$ cat config.mk
export PLATFORM = sky130hd
export DESIGN_NAME = systolic_tile_sequencer_flat
export DESIGN_NICKNAME = d
export VERILOG_FILES = /design/src/rtl/systolic_tile_sequencer_pkg.sv /design/src/rtl/systolic_tile_sequencer_if.sv /design/src/rtl/systolic_tile_sequencer.sv /design/src/flat_wrapper.sv
export SDC_FILE = /design/constraint.sdc
export NUM_CORES = 1
export LEC_CHECK = 0
export BUFFER_PORTS_ARGS = -buffer_cell sky130_fd_sc_hd__buf_2
export CORE_AREA = 2 2 331 333
export CTS_CLUSTER_DIAMETER = 30
export DETAILED_ROUTE_END_ITERATION = 12
export DIE_AREA = 0 0 333 335
export SYNTH_ARGS = -nofsm -noshare
export SYNTH_HDL_FRONTEND = slang
export SYNTH_SLANG_ARGS = --single-unit
$ cat constraint.sdc
create_clock -name clk -period 3.8 [get_ports clk]
set_input_delay 0.76 -clock clk [delete_from_list [all_inputs] [get_ports clk]]
set_output_delay 0.76 -clock clk [all_outputs]
set_load 0.005 [all_outputs]
$ cat src/rtl/systolic_tile_sequencer_pkg.sv
// Shared types and default geometry for the systolic tile sequencer.
// The state enum and default widths are the single source for RTL and bench.
package systolic_seq_pkg;

  localparam int ARRAY_DIM = 8;
  localparam int DATA_W    = 128;
  localparam int TILE_W    = 16;
  localparam int K_W       = 20;

  typedef enum logic [2:0] {
    IDLE,
    START,
    FEED,
    DRAIN,
    RESP
  } state_e;

endpackage

$ cat src/rtl/systolic_tile_sequencer_if.sv
// Command, response and stream bundle between the sequencer and its neighbours.
// master is the sequencer side, slave is the front end / array / sink side.
interface systolic_tile_sequencer_if
  import systolic_seq_pkg::*;
#(
  parameter int DW = systolic_seq_pkg::DATA_W,
  parameter int TW = systolic_seq_pkg::TILE_W,
  parameter int KW = systolic_seq_pkg::K_W
);

  logic          cmd_valid;
  logic          cmd_ready;
  logic [TW-1:0] cmd_tiles;
  logic [KW-1:0] cmd_inner_dim;

  logic          resp_valid;
  logic          resp_ready;
  logic [TW-1:0] resp_tiles;
  logic          resp_err;

  logic [DW-1:0] src_act;
  logic          src_act_valid;
  logic          src_act_ready;
  logic [DW-1:0] src_wgt;
  logic          src_wgt_valid;
  logic          src_wgt_ready;

  logic [DW-1:0] arr_act;
  logic          arr_act_valid;
  logic          arr_act_ready;
  logic [DW-1:0] arr_wgt;
  logic          arr_wgt_valid;
  logic          arr_wgt_ready;

  logic          arr_start;
  logic          arr_start_ready;
  logic [KW-1:0] arr_inner_dim;

  logic [DW-1:0] arr_out;
  logic          arr_out_valid;
  logic          arr_out_ready;

  logic [DW-1:0] dst_out;
  logic          dst_out_valid;
  logic          dst_out_ready;
  logic          dst_last_row;
  logic          dst_last_tile;

  modport master (
    input  cmd_valid, cmd_tiles, cmd_inner_dim,
    output cmd_ready,
    output resp_valid, resp_tiles, resp_err,
    input  resp_ready,
    input  src_act, src_act_valid, src_wgt, src_wgt_valid,
    output src_act_ready, src_wgt_ready,
    output arr_act, arr_act_valid, arr_wgt, arr_wgt_valid,
    input  arr_act_ready, arr_wgt_ready,
    output arr_start, arr_inner_dim,
    input  arr_start_ready,
    input  arr_out, arr_out_valid,
    output arr_out_ready,
    output dst_out, dst_out_valid, dst_last_row, dst_last_tile,
    input  dst_out_ready
  );

  modport slave (
    output cmd_valid, cmd_tiles, cmd_inner_dim,
    input  cmd_ready,
    input  resp_valid, resp_tiles, resp_err,
    output resp_ready,
    output src_act, src_act_valid, src_wgt, src_wgt_valid,
    input  src_act_ready, src_wgt_ready,
    input  arr_act, arr_act_valid, arr_wgt, arr_wgt_valid,
    output arr_act_ready, arr_wgt_ready,
    input  arr_start, arr_inner_dim,
    output arr_start_ready,
    output arr_out, arr_out_valid,
    input  arr_out_ready,
    input  dst_out, dst_out_valid, dst_last_row, dst_last_tile,
    output dst_out_ready
  );

endinterface

$ cat src/rtl/systolic_tile_sequencer.sv
// Runs a multi-tile matmul job: one array start per tile, exactly K paired
// act/wgt beats per tile, then ARRAY_DIM drained rows marked with tile/job ends.
module systolic_tile_sequencer
  import systolic_seq_pkg::*;
#(
  parameter int ARRAY_DIM = systolic_seq_pkg::ARRAY_DIM,
  parameter int DATA_W    = systolic_seq_pkg::DATA_W,
  parameter int TILE_W    = systolic_seq_pkg::TILE_W,
  parameter int K_W       = systolic_seq_pkg::K_W
) (
  input logic clk,
  input logic rst,
  systolic_tile_sequencer_if.master bus
);

  localparam int ROW_W = (ARRAY_DIM > 1) ? $clog2(ARRAY_DIM) : 1;
  localparam logic [ROW_W-1:0] LAST_ROW = ROW_W'(ARRAY_DIM - 1);

  state_e            state_q, state_d;
  logic [K_W-1:0]    k_q, k_d;
  logic [K_W-1:0]    beat_q, beat_d;
  logic [TILE_W-1:0] left_q, left_d;
  logic [TILE_W-1:0] done_q, done_d;
  logic [ROW_W-1:0]  row_q, row_d;
  logic              err_q, err_d;

  logic pair_v;
  logic beat_acc;
  logic row_xfer;
  logic last_row;

  always_comb begin
    state_d = state_q;
    k_d     = k_q;
    beat_d  = beat_q;
    left_d  = left_q;
    done_d  = done_q;
    row_d   = row_q;
    err_d   = err_q;

    pair_v   = bus.src_act_valid && bus.src_wgt_valid;
    beat_acc = 1'b0;
    row_xfer = 1'b0;
    last_row = 1'b0;

    bus.cmd_ready     = 1'b0;
    bus.resp_valid    = 1'b0;
    bus.resp_tiles    = '0;
    bus.resp_err      = 1'b0;
    bus.src_act_ready = 1'b0;
    bus.src_wgt_ready = 1'b0;
    bus.arr_act       = '0;
    bus.arr_wgt       = '0;
    bus.arr_act_valid = 1'b0;
    bus.arr_wgt_valid = 1'b0;
    bus.arr_start     = 1'b0;
    bus.arr_inner_dim = k_q;
    bus.arr_out_ready = 1'b0;
    bus.dst_out       = '0;
    bus.dst_out_valid = 1'b0;
    bus.dst_last_row  = 1'b0;
    bus.dst_last_tile = 1'b0;

    unique case (state_q)
      IDLE: begin
        bus.cmd_ready = 1'b1;
        if (bus.cmd_valid) begin
          k_d    = bus.cmd_inner_dim;
          left_d = bus.cmd_tiles;
          done_d = '0;
          if (bus.cmd_tiles == '0 || bus.cmd_inner_dim == '0) begin
            err_d   = 1'b1;
            state_d = RESP;
          end else begin
            err_d   = 1'b0;
            state_d = START;
          end
        end
      end
      START: begin
        bus.arr_start = bus.arr_start_ready;
        if (bus.arr_start_ready) begin
          beat_d  = k_q;
          state_d = FEED;
        end
      end
      FEED: begin
        // Streams only move as a pair, and only when both array lanes take it.
        beat_acc          = pair_v && bus.arr_act_ready && bus.arr_wgt_ready;
        bus.arr_act       = bus.src_act;
        bus.arr_wgt       = bus.src_wgt;
        bus.arr_act_valid = pair_v;
        bus.arr_wgt_valid = pair_v;
        bus.src_act_ready = beat_acc;
        bus.src_wgt_ready = beat_acc;
        if (beat_acc) begin
          beat_d = beat_q - 1'b1;
          if (beat_q == K_W'(1)) begin
            row_d   = '0;
            state_d = DRAIN;
          end
        end
      end
      DRAIN: begin
        row_xfer          = bus.arr_out_valid && bus.dst_out_ready;
        last_row          = (row_q == LAST_ROW);
        bus.dst_out       = bus.arr_out;
        bus.dst_out_valid = bus.arr_out_valid;
        bus.arr_out_ready = bus.dst_out_ready;
        bus.dst_last_row  = last_row;
        bus.dst_last_tile = last_row && (left_q == TILE_W'(1));
        if (row_xfer) begin
          row_d = row_q + 1'b1;
          if (last_row) begin
            row_d   = '0;
            done_d  = done_q + 1'b1;
            left_d  = left_q - 1'b1;
            state_d = (left_q == TILE_W'(1)) ? RESP : START;
          end
        end
      end
      RESP: begin
        bus.resp_valid = 1'b1;
        bus.resp_tiles = done_q;
        bus.resp_err   = err_q;
        if (bus.resp_ready) begin
          state_d = IDLE;
        end
      end
      default: state_d = IDLE;
    endcase
  end

  always_ff @(posedge clk or posedge rst) begin
    if (rst) begin
      state_q <= IDLE;
      k_q     <= '0;
      beat_q  <= '0;
      left_q  <= '0;
      done_q  <= '0;
      row_q   <= '0;
      err_q   <= 1'b0;
    end else begin
      state_q <= state_d;
      k_q     <= k_d;
      beat_q  <= beat_d;
      left_q  <= left_d;
      done_q  <= done_d;
      row_q   <= row_d;
      err_q   <= err_d;
    end
  end

endmodule

$ cat src/flat_wrapper.sv
// flat-port wrapper written by rule: the top's interface ports become plain ports
module systolic_tile_sequencer_flat import systolic_seq_pkg::*;
#(
  parameter int ARRAY_DIM = systolic_seq_pkg::ARRAY_DIM,
  parameter int DATA_W    = systolic_seq_pkg::DATA_W,
  parameter int TILE_W    = systolic_seq_pkg::TILE_W,
  parameter int K_W       = systolic_seq_pkg::K_W
)
  (clk, rst, bus_cmd_valid, bus_cmd_tiles, bus_cmd_inner_dim, bus_cmd_ready, bus_resp_valid, bus_resp_tiles, bus_resp_err, bus_resp_ready, bus_src_act, bus_src_act_valid, bus_src_wgt, bus_src_wgt_valid, bus_src_act_ready, bus_src_wgt_ready, bus_arr_act, bus_arr_act_valid, bus_arr_wgt, bus_arr_wgt_valid, bus_arr_act_ready, bus_arr_wgt_ready, bus_arr_start, bus_arr_inner_dim, bus_arr_start_ready, bus_arr_out, bus_arr_out_valid, bus_arr_out_ready, bus_dst_out, bus_dst_out_valid, bus_dst_last_row, bus_dst_last_tile, bus_dst_out_ready);
  systolic_tile_sequencer_if bus_i ();
  input logic clk;
  input logic rst;
  input wire logic [$bits(bus_i.cmd_valid)-1:0] bus_cmd_valid;
  input wire logic [$bits(bus_i.cmd_tiles)-1:0] bus_cmd_tiles;
  input wire logic [$bits(bus_i.cmd_inner_dim)-1:0] bus_cmd_inner_dim;
  output wire logic [$bits(bus_i.cmd_ready)-1:0] bus_cmd_ready;
  output wire logic [$bits(bus_i.resp_valid)-1:0] bus_resp_valid;
  output wire logic [$bits(bus_i.resp_tiles)-1:0] bus_resp_tiles;
  output wire logic [$bits(bus_i.resp_err)-1:0] bus_resp_err;
  input wire logic [$bits(bus_i.resp_ready)-1:0] bus_resp_ready;
  input wire logic [$bits(bus_i.src_act)-1:0] bus_src_act;
  input wire logic [$bits(bus_i.src_act_valid)-1:0] bus_src_act_valid;
  input wire logic [$bits(bus_i.src_wgt)-1:0] bus_src_wgt;
  input wire logic [$bits(bus_i.src_wgt_valid)-1:0] bus_src_wgt_valid;
  output wire logic [$bits(bus_i.src_act_ready)-1:0] bus_src_act_ready;
  output wire logic [$bits(bus_i.src_wgt_ready)-1:0] bus_src_wgt_ready;
  output wire logic [$bits(bus_i.arr_act)-1:0] bus_arr_act;
  output wire logic [$bits(bus_i.arr_act_valid)-1:0] bus_arr_act_valid;
  output wire logic [$bits(bus_i.arr_wgt)-1:0] bus_arr_wgt;
  output wire logic [$bits(bus_i.arr_wgt_valid)-1:0] bus_arr_wgt_valid;
  input wire logic [$bits(bus_i.arr_act_ready)-1:0] bus_arr_act_ready;
  input wire logic [$bits(bus_i.arr_wgt_ready)-1:0] bus_arr_wgt_ready;
  output wire logic [$bits(bus_i.arr_start)-1:0] bus_arr_start;
  output wire logic [$bits(bus_i.arr_inner_dim)-1:0] bus_arr_inner_dim;
  input wire logic [$bits(bus_i.arr_start_ready)-1:0] bus_arr_start_ready;
  input wire logic [$bits(bus_i.arr_out)-1:0] bus_arr_out;
  input wire logic [$bits(bus_i.arr_out_valid)-1:0] bus_arr_out_valid;
  output wire logic [$bits(bus_i.arr_out_ready)-1:0] bus_arr_out_ready;
  output wire logic [$bits(bus_i.dst_out)-1:0] bus_dst_out;
  output wire logic [$bits(bus_i.dst_out_valid)-1:0] bus_dst_out_valid;
  output wire logic [$bits(bus_i.dst_last_row)-1:0] bus_dst_last_row;
  output wire logic [$bits(bus_i.dst_last_tile)-1:0] bus_dst_last_tile;
  input wire logic [$bits(bus_i.dst_out_ready)-1:0] bus_dst_out_ready;
  assign bus_i.cmd_valid = bus_cmd_valid;
  assign bus_i.cmd_tiles = bus_cmd_tiles;
  assign bus_i.cmd_inner_dim = bus_cmd_inner_dim;
  assign bus_cmd_ready = bus_i.cmd_ready;
  assign bus_resp_valid = bus_i.resp_valid;
  assign bus_resp_tiles = bus_i.resp_tiles;
  assign bus_resp_err = bus_i.resp_err;
  assign bus_i.resp_ready = bus_resp_ready;
  assign bus_i.src_act = bus_src_act;
  assign bus_i.src_act_valid = bus_src_act_valid;
  assign bus_i.src_wgt = bus_src_wgt;
  assign bus_i.src_wgt_valid = bus_src_wgt_valid;
  assign bus_src_act_ready = bus_i.src_act_ready;
  assign bus_src_wgt_ready = bus_i.src_wgt_ready;
  assign bus_arr_act = bus_i.arr_act;
  assign bus_arr_act_valid = bus_i.arr_act_valid;
  assign bus_arr_wgt = bus_i.arr_wgt;
  assign bus_arr_wgt_valid = bus_i.arr_wgt_valid;
  assign bus_i.arr_act_ready = bus_arr_act_ready;
  assign bus_i.arr_wgt_ready = bus_arr_wgt_ready;
  assign bus_arr_start = bus_i.arr_start;
  assign bus_arr_inner_dim = bus_i.arr_inner_dim;
  assign bus_i.arr_start_ready = bus_arr_start_ready;
  assign bus_i.arr_out = bus_arr_out;
  assign bus_i.arr_out_valid = bus_arr_out_valid;
  assign bus_arr_out_ready = bus_i.arr_out_ready;
  assign bus_dst_out = bus_i.dst_out;
  assign bus_dst_out_valid = bus_i.dst_out_valid;
  assign bus_dst_last_row = bus_i.dst_last_row;
  assign bus_dst_last_tile = bus_i.dst_last_tile;
  assign bus_i.dst_out_ready = bus_dst_out_ready;
  systolic_tile_sequencer #(.ARRAY_DIM(ARRAY_DIM), .DATA_W(DATA_W), .TILE_W(TILE_W), .K_W(K_W)) u_core (.clk(clk), .rst(rst), .bus(bus_i));
endmodule
* Word level (Yosys, flattened, before mapping)
Cells that the tools add are included.
** Word-level totals
- Bits in registers :: 79
- Latch bits :: 0
- Bits in writable memories :: 0
- ROM bits :: 0
- Bits of input ports :: 431
- Memories kept :: 0
** Operators by class
- $add $sub $neg :: 4
- $mul :: 0
- Div/mod/pow operators :: 0
- Order comparisons :: 0
- Equality and inequality tests :: 14
- Shift-type cells :: 0
- Mux-type cells :: 41
- Bitwise gates (word level) :: 0
- Reductions and logical operators :: 17
** Operators by type and width (count)
- $mux W128 :: 3
- $mux W16 :: 7
- $pmux W16 S2 :: 2
- $mux W20 :: 2
- $pmux W20 S2 :: 1
- $mux W3 :: 13
- $eq A20 B1 Y1 const B :: 1
- $logic_not A20 Y1 :: 1
- $sub A20 B1 Y20 const B :: 1
- $add A16 B1 Y16 const B :: 1
- $eq A16 B1 Y1 const B :: 1
- $logic_not A16 Y1 :: 1
- $sub A16 B1 Y16 const B :: 1
- $pmux W3 S5 :: 1
- $mux W1 :: 11
- $ne A2 B1 Y1 const B :: 4
- $reduce_and A4 Y1 :: 2
- $reduce_and A7 Y1 :: 1
- $eq A3 B2 Y1 const B :: 2
- $eq A3 B3 Y1 const B :: 2
- $ne A2 B2 Y1 const B :: 3
- $pmux W3 S2 :: 1
- $reduce_bool A2 Y1 :: 3
- $logic_and A1 B1 Y1 :: 5
- other kinds (6) :: 6

* Depth between registers and ports, before layout
Gate-level depths: netlist of run 1.
- Depth in word-level cells :: 5
- Depth in mapped cells :: 8
- Depth with buffers taken out :: 7

* Least setup slack after synthesis of run 1
Ideal clock, no wire load.
- Path kind :: in2out
- Start point :: input bus_arr_wgt_ready
- End point :: output bus_src_wgt_ready
- Data arrival time :: 1.911 ns
- Slack :: 1.129 ns
- Stages on the path :: 7
- Path through :: and4_1 nand3b_1 a21o_1 clkbuf_1 clkbuf_1 nor2_1 buf_4
** Between the ends
- Cells in the longest elaborated chain, start to end :: 2
** Ends and longest elaborated chain
- start: declaration :: RTL line flat_wrapper.sv:32 : input wire logic [$bits(bus_i.arr_wgt_ready)-1:0] bus_arr_wgt_ready;
- $logic_and A1 B1 Y1 :: RTL line systolic_tile_sequencer.sv:89 : beat_acc = pair_v && bus.arr_act_ready && bus.arr_wgt_ready;
- $mux W1
- end: declaration :: RTL line flat_wrapper.sv:26 : output wire logic [$bits(bus_i.src_wgt_ready)-1:0] bus_src_wgt_ready;
Every way passes these cells.

* Final worst setup path of run 1
- Start point :: register u_core.state_q[0]
- End point :: output bus_arr_start
** Between the ends
- Cells in the longest elaborated chain, start to end :: 2
** Ends and longest elaborated chain
- start: declaration :: RTL line systolic_tile_sequencer.sv:19 : state_e state_q, state_d;
- start signal: assignment :: RTL line systolic_tile_sequencer.sv:144 : state_q <= state_d;
- $eq A3 B1 Y1 :: RTL line systolic_tile_sequencer.sv:64 : unique case (state_q)
- $mux W1 :: RTL line systolic_tile_sequencer.sv:64
- end: declaration :: RTL line flat_wrapper.sv:33 : output wire logic [$bits(bus_i.arr_start)-1:0] bus_arr_start;
Every way passes these cells.

==> flow_metrics.py, run 1 <==
metrics = {
    "status": {
        "status": "finished, final reports clean",
    },
    "place": {
        "portBuffers": 862,
        "detailedPlace.worstSlack_ps": 864.4,
        "placed_cells": 3190,
        "place.gp.congestion": 0.8203,
        "dpl.hpwl_um": 78840,
    },
    "sta": {
        "fmax_mhz": 310.6,
        "finalCritPeriodShare_pct": 84.74,
        "fin_crit_ps": 3220,
        "setup_tns_ps": 0,
        "slew_viol_final": 0,
        "worst_pin_slew_ps": 928.8,
        "rsz0062_at_grt": "no",
        "hold_ws_ps": 449.9,
        "fin_worst_skew_ps": 6.564,
        "hold_violations": 0,
        "slew_headroom_pct": 37.85,
        "finalSetupViolCount": 0,
        "setup_ws_ps": 580.0,
    },
    "synthesis": {
        "netlist_area_um2": 7162,
        "synth_common_cells": "and2_1 (390), nand2_1 (96), dfrtp_1 (79), clkbuf_1 (64), nor2_1 (45)",
        "syn_nets": 1404,
        "ys_ff_latch": 79,
        "synth_top_area_share_pct": 34.07,
        "ys_dominant_reg_cell": "dfrtp_1",
        "yosysMostFrequentCell": "and2_1",
        "synth_cell_types": 68,
        "async_flop_share_pct": 100.0,
        "ys_seq_area_share_pct": 27.60,
        "synth-edff-count": 0,
        "yosysTopAreaCell": "and2_1",
        "synth_cells": 966,
        "synthTopCellsByArea": "and2_1 (34%), dfrtp_1 (28%), nand2_1 (5.0%), clkbuf_1 (3.4%), nor2_1 (2.4%)",
        "avgSynthCellArea_um2": 7.414,
        "yosysWarnings": 0,
    },
    "die": {
        "start_util_pct": 6.625,
        "die_y_um": 335,
        "ios": 863,
        "die-area_um2": 111600,
        "fp.dieW_um": 333,
        "core_region_area_um2": 108100,
        "num_rows": 121,
    },
    "critical_path": {
        "path_class": "register to primary output",
        "slowest_delay_ps": 590,
        "reg2regPathDepth": 5,
        "worstReg2RegEnd": "u_core.left_q[11]$_DFFE_PP0P_",
        "worstPathMaxFanout": 19,
        "rrSetupSlack_ps": 1090,
        "critPathSlowestCell": "dfrtp_1",
        "r2r-start": "u_core.state_q[0]$_DFFE_PP0P_",
        "cp.arrival_ps": 2460,
        "crit_chain": "nor2_1 -> a221o_1 -> or3_4 -> nor3b_1 -> buf_2",
        "end_kind": "primary output",
        "cp.required_ps": 3040,
        "worstSetupStartpointType": "register",
    },
    "routing": {
        "vias_per_cell": 3.409,
        "antenna_left": 0,
        "vias": 11100,
        "routedWlPerCell_um": 26.46,
        "dr.first_iter.drc_count": 837,
        "route.final.wire_length_um": 86120,
        "dr.pass1.iters": 6,
        "drc": 0,
    },
    "cells_and_area": {
        "area_growth_pct": 89.38,
        "drive_gt1_share_pct": 51.40,
        "fill_cells": 12690,
        "final_core_util_pct": 12.55,
        "nNetsFinal": 2225,
        "finalNonFillerCells": 3255,
        "regArea_um2": 1977,
        "multi_input_area_um2": 4830,
    },
    "clock_network": {
        "cts.clk_slew.worst_paths_ps": 60,
        "clock_latency_ps": 360,
        "cts_tree": "done",
        "hold_buffers": 0,
        "cts-buffers-inserted": 9,
        "cts_resized": 0,
        "clockRootBuffer": "clkbuf_16",
        "cts.htree.levels": 3,
        "post_cts_buffers": 0,
        "clkSinkCount": 79,
        "cts.path.max_buffers": 2,
    },
    "pwr": {
        "power_density_nw_per_um2": 524.1,
        "leakagePower_uw": 0.007309,
        "ir_worst_vdd_v": 0.0002358,
    },
    "grt": {
        "grt_remaining_overflow": 0,
        "grt_max_degree": 108,
        "grt_pass1_vias": 9806,
        "antenna_found_initial": 173,
        "grt_usage_pct": 14.50,
        "grt_pass1_wl_um": 104900,
    },
    "hold_path": {
        "hp-class": "primary input to async pin",
    },
    "run": {
        "cap_viol_max_count": 0,
    },
}
cells by family after synthesis:
kind of cell             after synthesis  share of synthesized area, %
adder cells (fa/ha/maj)                7                         1.223
AND/OR/NAND/NOR                      656                         52.80
XOR/XNOR                              10                         1.223
multiplexers                           6                        0.9259
AO/OA/AOI/OAI                        117                         11.11
buffers and inverters                 91                         5.119
flip-flops                            79                         27.60
state kept, by name (all words and copies together), names as in the netlist:
name / cells
u_core.beat_q: 20
u_core.bus.arr_inner_dim: 20
u_core.done_q: 16
u_core.left_q: 16
u_core.row_q: 3
u_core.state_q: 3
u_core.err_q: 1
area by class of cell:
type / instances / share of cell area (%)
multi-input cells: 796 / 35.61
repair buffers: 887 / 33.38
flip-flops and latches: 79 / 14.58
well taps: 1414 / 13.04
clock buffers: 11 / 1.790
diodes: 49 / 0.9041
inverters: 14 / 0.3967
clock inverters: 5 / 0.3044
worst max-delay path by stage:
stage | start | endpoint | cells past startpoint
after global placement | bus_cmd_valid | u_core.done_q[14]$_DFFE_PP0P_ | 6
after floorplan | rst | u_core.beat_q[0]$_DFFE_PP0P_ | 1
final | u_core.state_q[0]$_DFFE_PP0P_ | bus_arr_start | 5
after detailed placement | bus_cmd_valid | u_core.left_q[11]$_DFFE_PP0P_ | 6
after CTS | u_core.state_q[0]$_DFFE_PP0P_ | bus_arr_start | 5
after global routing | u_core.state_q[0]$_DFFE_PP0P_ | bus_arr_start | 5
layout by cell type (no fill, tap or decap), drive strengths merged, types with 21 or more instances in the layout:
| master | instances |
|---|---|
| a21oi | 24 |
| and2 | 390 |
| and3 | 24 |
| buf | 887 |
| dfrtp | 79 |
| diode | 49 |
| nand2 | 96 |
| nor2 | 45 |
| nor3 | 22 |
| nor4 | 21 |
| o21ai | 34 |
stage by stage:
stage	area [um^2]	power, uW
after floorplan	7162	3697
after global placement	13160	6321
after detailed placement	13160	6394
after CTS	13440	7298
after global routing	13470	7680
final	13560	7108
where the power goes:
group / internal [uW] / total, uW / switching (uW)
registers: 1140 / 1500 / 353
clock network: 467 / 864 / 397
logic: 1980 / 4750 / 2770
total: 3590 / 7110 / 3520
routing by layer:
metal,vias to the layer above,part of all wire [%],GRT usage (%)
met5,-,0.98,0
met4,132,2.0,2.031
met3,240,15,9.738
met2,749,45,23.26
met1,5074,37,16.17
li1,4902,-,-
worst max-delay path: cells and delay by family (launching register included):
family / cells / cell delay (ps)
flip-flops: 1 / 590
AO/OA/AOI/OAI: 1 / 380
buffers and inverters: 1 / 170
AND/OR/NAND/NOR: 3 / 960
(Power assumes the default switching activity.)
==> run 2, diff against run 1 <==
--- a/config.mk
+++ b/config.mk
@@ -6,10 +6,10 @@
 export NUM_CORES = 1
 export LEC_CHECK = 0
 export BUFFER_PORTS_ARGS = -buffer_cell sky130_fd_sc_hd__buf_2
-export CORE_AREA = 2 2 331 333
+export CORE_AREA = 2 2 336 338
 export CTS_CLUSTER_DIAMETER = 30
 export DETAILED_ROUTE_END_ITERATION = 12
-export DIE_AREA = 0 0 333 335
+export DIE_AREA = 0 0 338 340
 export SYNTH_ARGS = -nofsm -noshare
 export SYNTH_HDL_FRONTEND = slang
 export SYNTH_SLANG_ARGS = --single-unit
==> constraint.sdc (replaced) <==
create_clock -name clk -period 3.2 [get_ports clk]
set_input_delay 0.64 -clock clk [delete_from_list [all_inputs] [get_ports clk]]
set_output_delay 0.64 -clock clk [all_outputs]
set_load 0.005 [all_outputs]
==> flow_metrics.py, run 2 (synthesized netlist as in run 1, its figures left out) <==
metrics = {
    "sta": {
        "worst_pin_slew_ps": 777.9,
        "fmax_mhz": 326.1,
        "finalCritPeriodShare_pct": 95.84,
        "fin_worst_skew_ps": 7.977,
        "setup_ws_ps": 133.2,
        "rsz0062_at_grt": "no",
        "slew_viol_final": 0,
        "hold_ws_ps": 364.8,
        "setup_tns_ps": 0,
        "hold_violations": 0,
        "finalSetupViolCount": 0,
        "fin_crit_ps": 3067,
        "slew_headroom_pct": 48.14,
    },
    "place": {
        "placed_cells": 3287,
        "portBuffers": 862,
        "dpl.hpwl_um": 92990,
        "place.gp.congestion": 0.9782,
        "detailedPlace.worstSlack_ps": 410.4,
    },
    "routing": {
        "dr.first_iter.drc_count": 810,
        "routedWlPerCell_um": 30.36,
        "drc": 0,
        "dr.pass1.iters": 5,
        "antenna_left": 0,
        "route.final.wire_length_um": 101000,
        "vias_per_cell": 3.324,
        "vias": 11050,
    },
    "die": {
        "start_util_pct": 6.419,
        "die-area_um2": 114900,
        "die_y_um": 340,
        "num_rows": 123,
        "ios": 863,
        "fp.dieW_um": 338,
        "core_region_area_um2": 111600,
    },
    "pwr": {
        "power_density_nw_per_um2": 666.9,
        "power.switching_uw": 4802,
        "p_int_uw": 4368,
        "ir_worst_vdd_v": 0.0002755,
        "power.share.clock_pct": 11.4,
        "combPwrFrac_pct": 69.1,
        "power.share.switching_pct": 52.37,
        "p_seq_share_pct": 19.5,
        "leakagePower_uw": 0.007395,
    },
    "grt": {
        "grt_pass1_vias": 10140,
        "grt_remaining_overflow": 0,
        "grt_max_degree": 87,
        "grt_pass1_wl_um": 121400,
        "antenna_found_initial": 100,
        "grt_usage_pct": 16.77,
    },
    "critical_path": {
        "cp.required_ps": 2560,
        "path_class": "register to primary output",
        "end_kind": "primary output",
        "cp.arrival_ps": 2430,
        "worstPathMaxFanout": 45,
        "worstSetupStartpointType": "register",
    },
    "cells_and_area": {
        "nNetsFinal": 2238,
        "final_common_cell": "buf_2",
        "finalNonFillerCells": 3326,
        "fill_cells": 13120,
        "multi_input_area_um2": 4832,
        "area_growth_pct": 91.98,
        "drive_gt1_share_pct": 51.97,
        "regArea_um2": 1979,
        "most-common-layout-cells": "buf_2 (862), and2_1 (390), nand2_1 (96)",
    },
    "clock_network": {
        "cts.path.max_buffers": 2,
        "clock_latency_ps": 370,
        "cts.clk_slew.worst_paths_ps": 70,
        "cts.htree.levels": 3,
        "cts_tree": "done",
        "clkSinkCount": 79,
        "cts-buffers-inserted": 9,
        "hold_buffers": 0,
        "clockRootBuffer": "clkbuf_16",
    },
    "status": {
        "status": "finished, final reports clean",
    },
    "run": {
        "cap_viol_max_count": 0,
    },
    "hold_path": {
        "hp-class": "primary input to async pin",
    },
}
-- run 2: changes by cell type in the layout (fill, tap and decap cells not counted), sizes merged --
cell,change
inv,+1
clkinv,+1
bufbuf,+1
clkbuf,-1
buf,+12
diode,-28
clkinvlp,-1
-- run 2: path summary, 6_finish.rpt --
check | to | slack (ps) | cells past startpoint | from
setup / recovery | bus_arr_wgt[22] | 130 | 6 | u_core.state_q[2]$_DFFE_PP0P_
hold / removal | u_core.done_q[9]$_DFFE_PP0P_ | 360 | 2 | rst
setup reg to reg | u_core.left_q[7]$_DFFE_PP0P_ | 640 | 7 | u_core.row_q[0]$_DFFE_PP0P_
hold reg to reg | u_core.err_q$_DFFE_PP0P_ | 480 | 2 | u_core.err_q$_DFFE_PP0P_
max in group asynchronous | u_core.state_q[2]$_DFFE_PP0P_ | 2170 | 3 | rst
min in group clk | u_core.bus.arr_inner_dim[8]$_DFFE_PP0P_ | 480 | 3 | bus_cmd_inner_dim[8]
-- run 2: cell type report --
cell class | count | share of cell area (%)
multi-input combinational | 796 | 35.14
timing repair buffer | 900 | 33.93
sequential | 79 | 14.40
tap | 1500 | 13.65
clock buffer | 10 | 1.738
inverter | 14 | 0.3913
antenna | 21 | 0.3822
clock inverter | 6 | 0.3640
-- run 2: what timing repair did --
action | in CTS | in global routing
setup buffers | 1 | 0
hold endpoints to repair | 0 | 0
setup endpoints to repair | 5 | 69
pin swaps | 1 | 0
resized for setup | 1 | 3
gates cloned | 1 | 0
-- run 2: power by group through the flow --
stage | clock network [uW] | logic, uW | registers (uW)
final | 1040 | 6340 | 1790
after global routing | 1120 | 6830 | 1850
after CTS | 1090 | 6470 | 1780
after detailed placement | 0 | 6350 | 1790
after global placement | 0 | 6310 | 1780
after floorplan | 0 | 2740 | 1650
-- run 2: worst max-delay path: stages, from the launching register on --
cell and delay [ps]:
dfrtp_2 500, or2b_2 380, nor2_4 220, buf_12 250, buf_4 290, and2_1 200
buf_2 120
-- run 2: per-layer routing --
layer / vias up / global-route usage, % / wire, um
li1: 4891 / - / -
met1: 5295 / 23.39 / 45750
met2: 697 / 25.50 / 44560
met3: 135 / 4.552 / 8508
met4: 36 / 3.787 / 1919
met5: - / 0 / 226
-- run 2: stage by stage --
stage               total power [uW]  cell area [um^2]  utilization [%]
finish                          9169             13750            12.32
global route                    9794             13710            12.29
CTS                             9335             13690            12.27
detailed placement              8142             13360            11.97
global placement                8092             13360            11.97
floorplan                       4391              7162                -
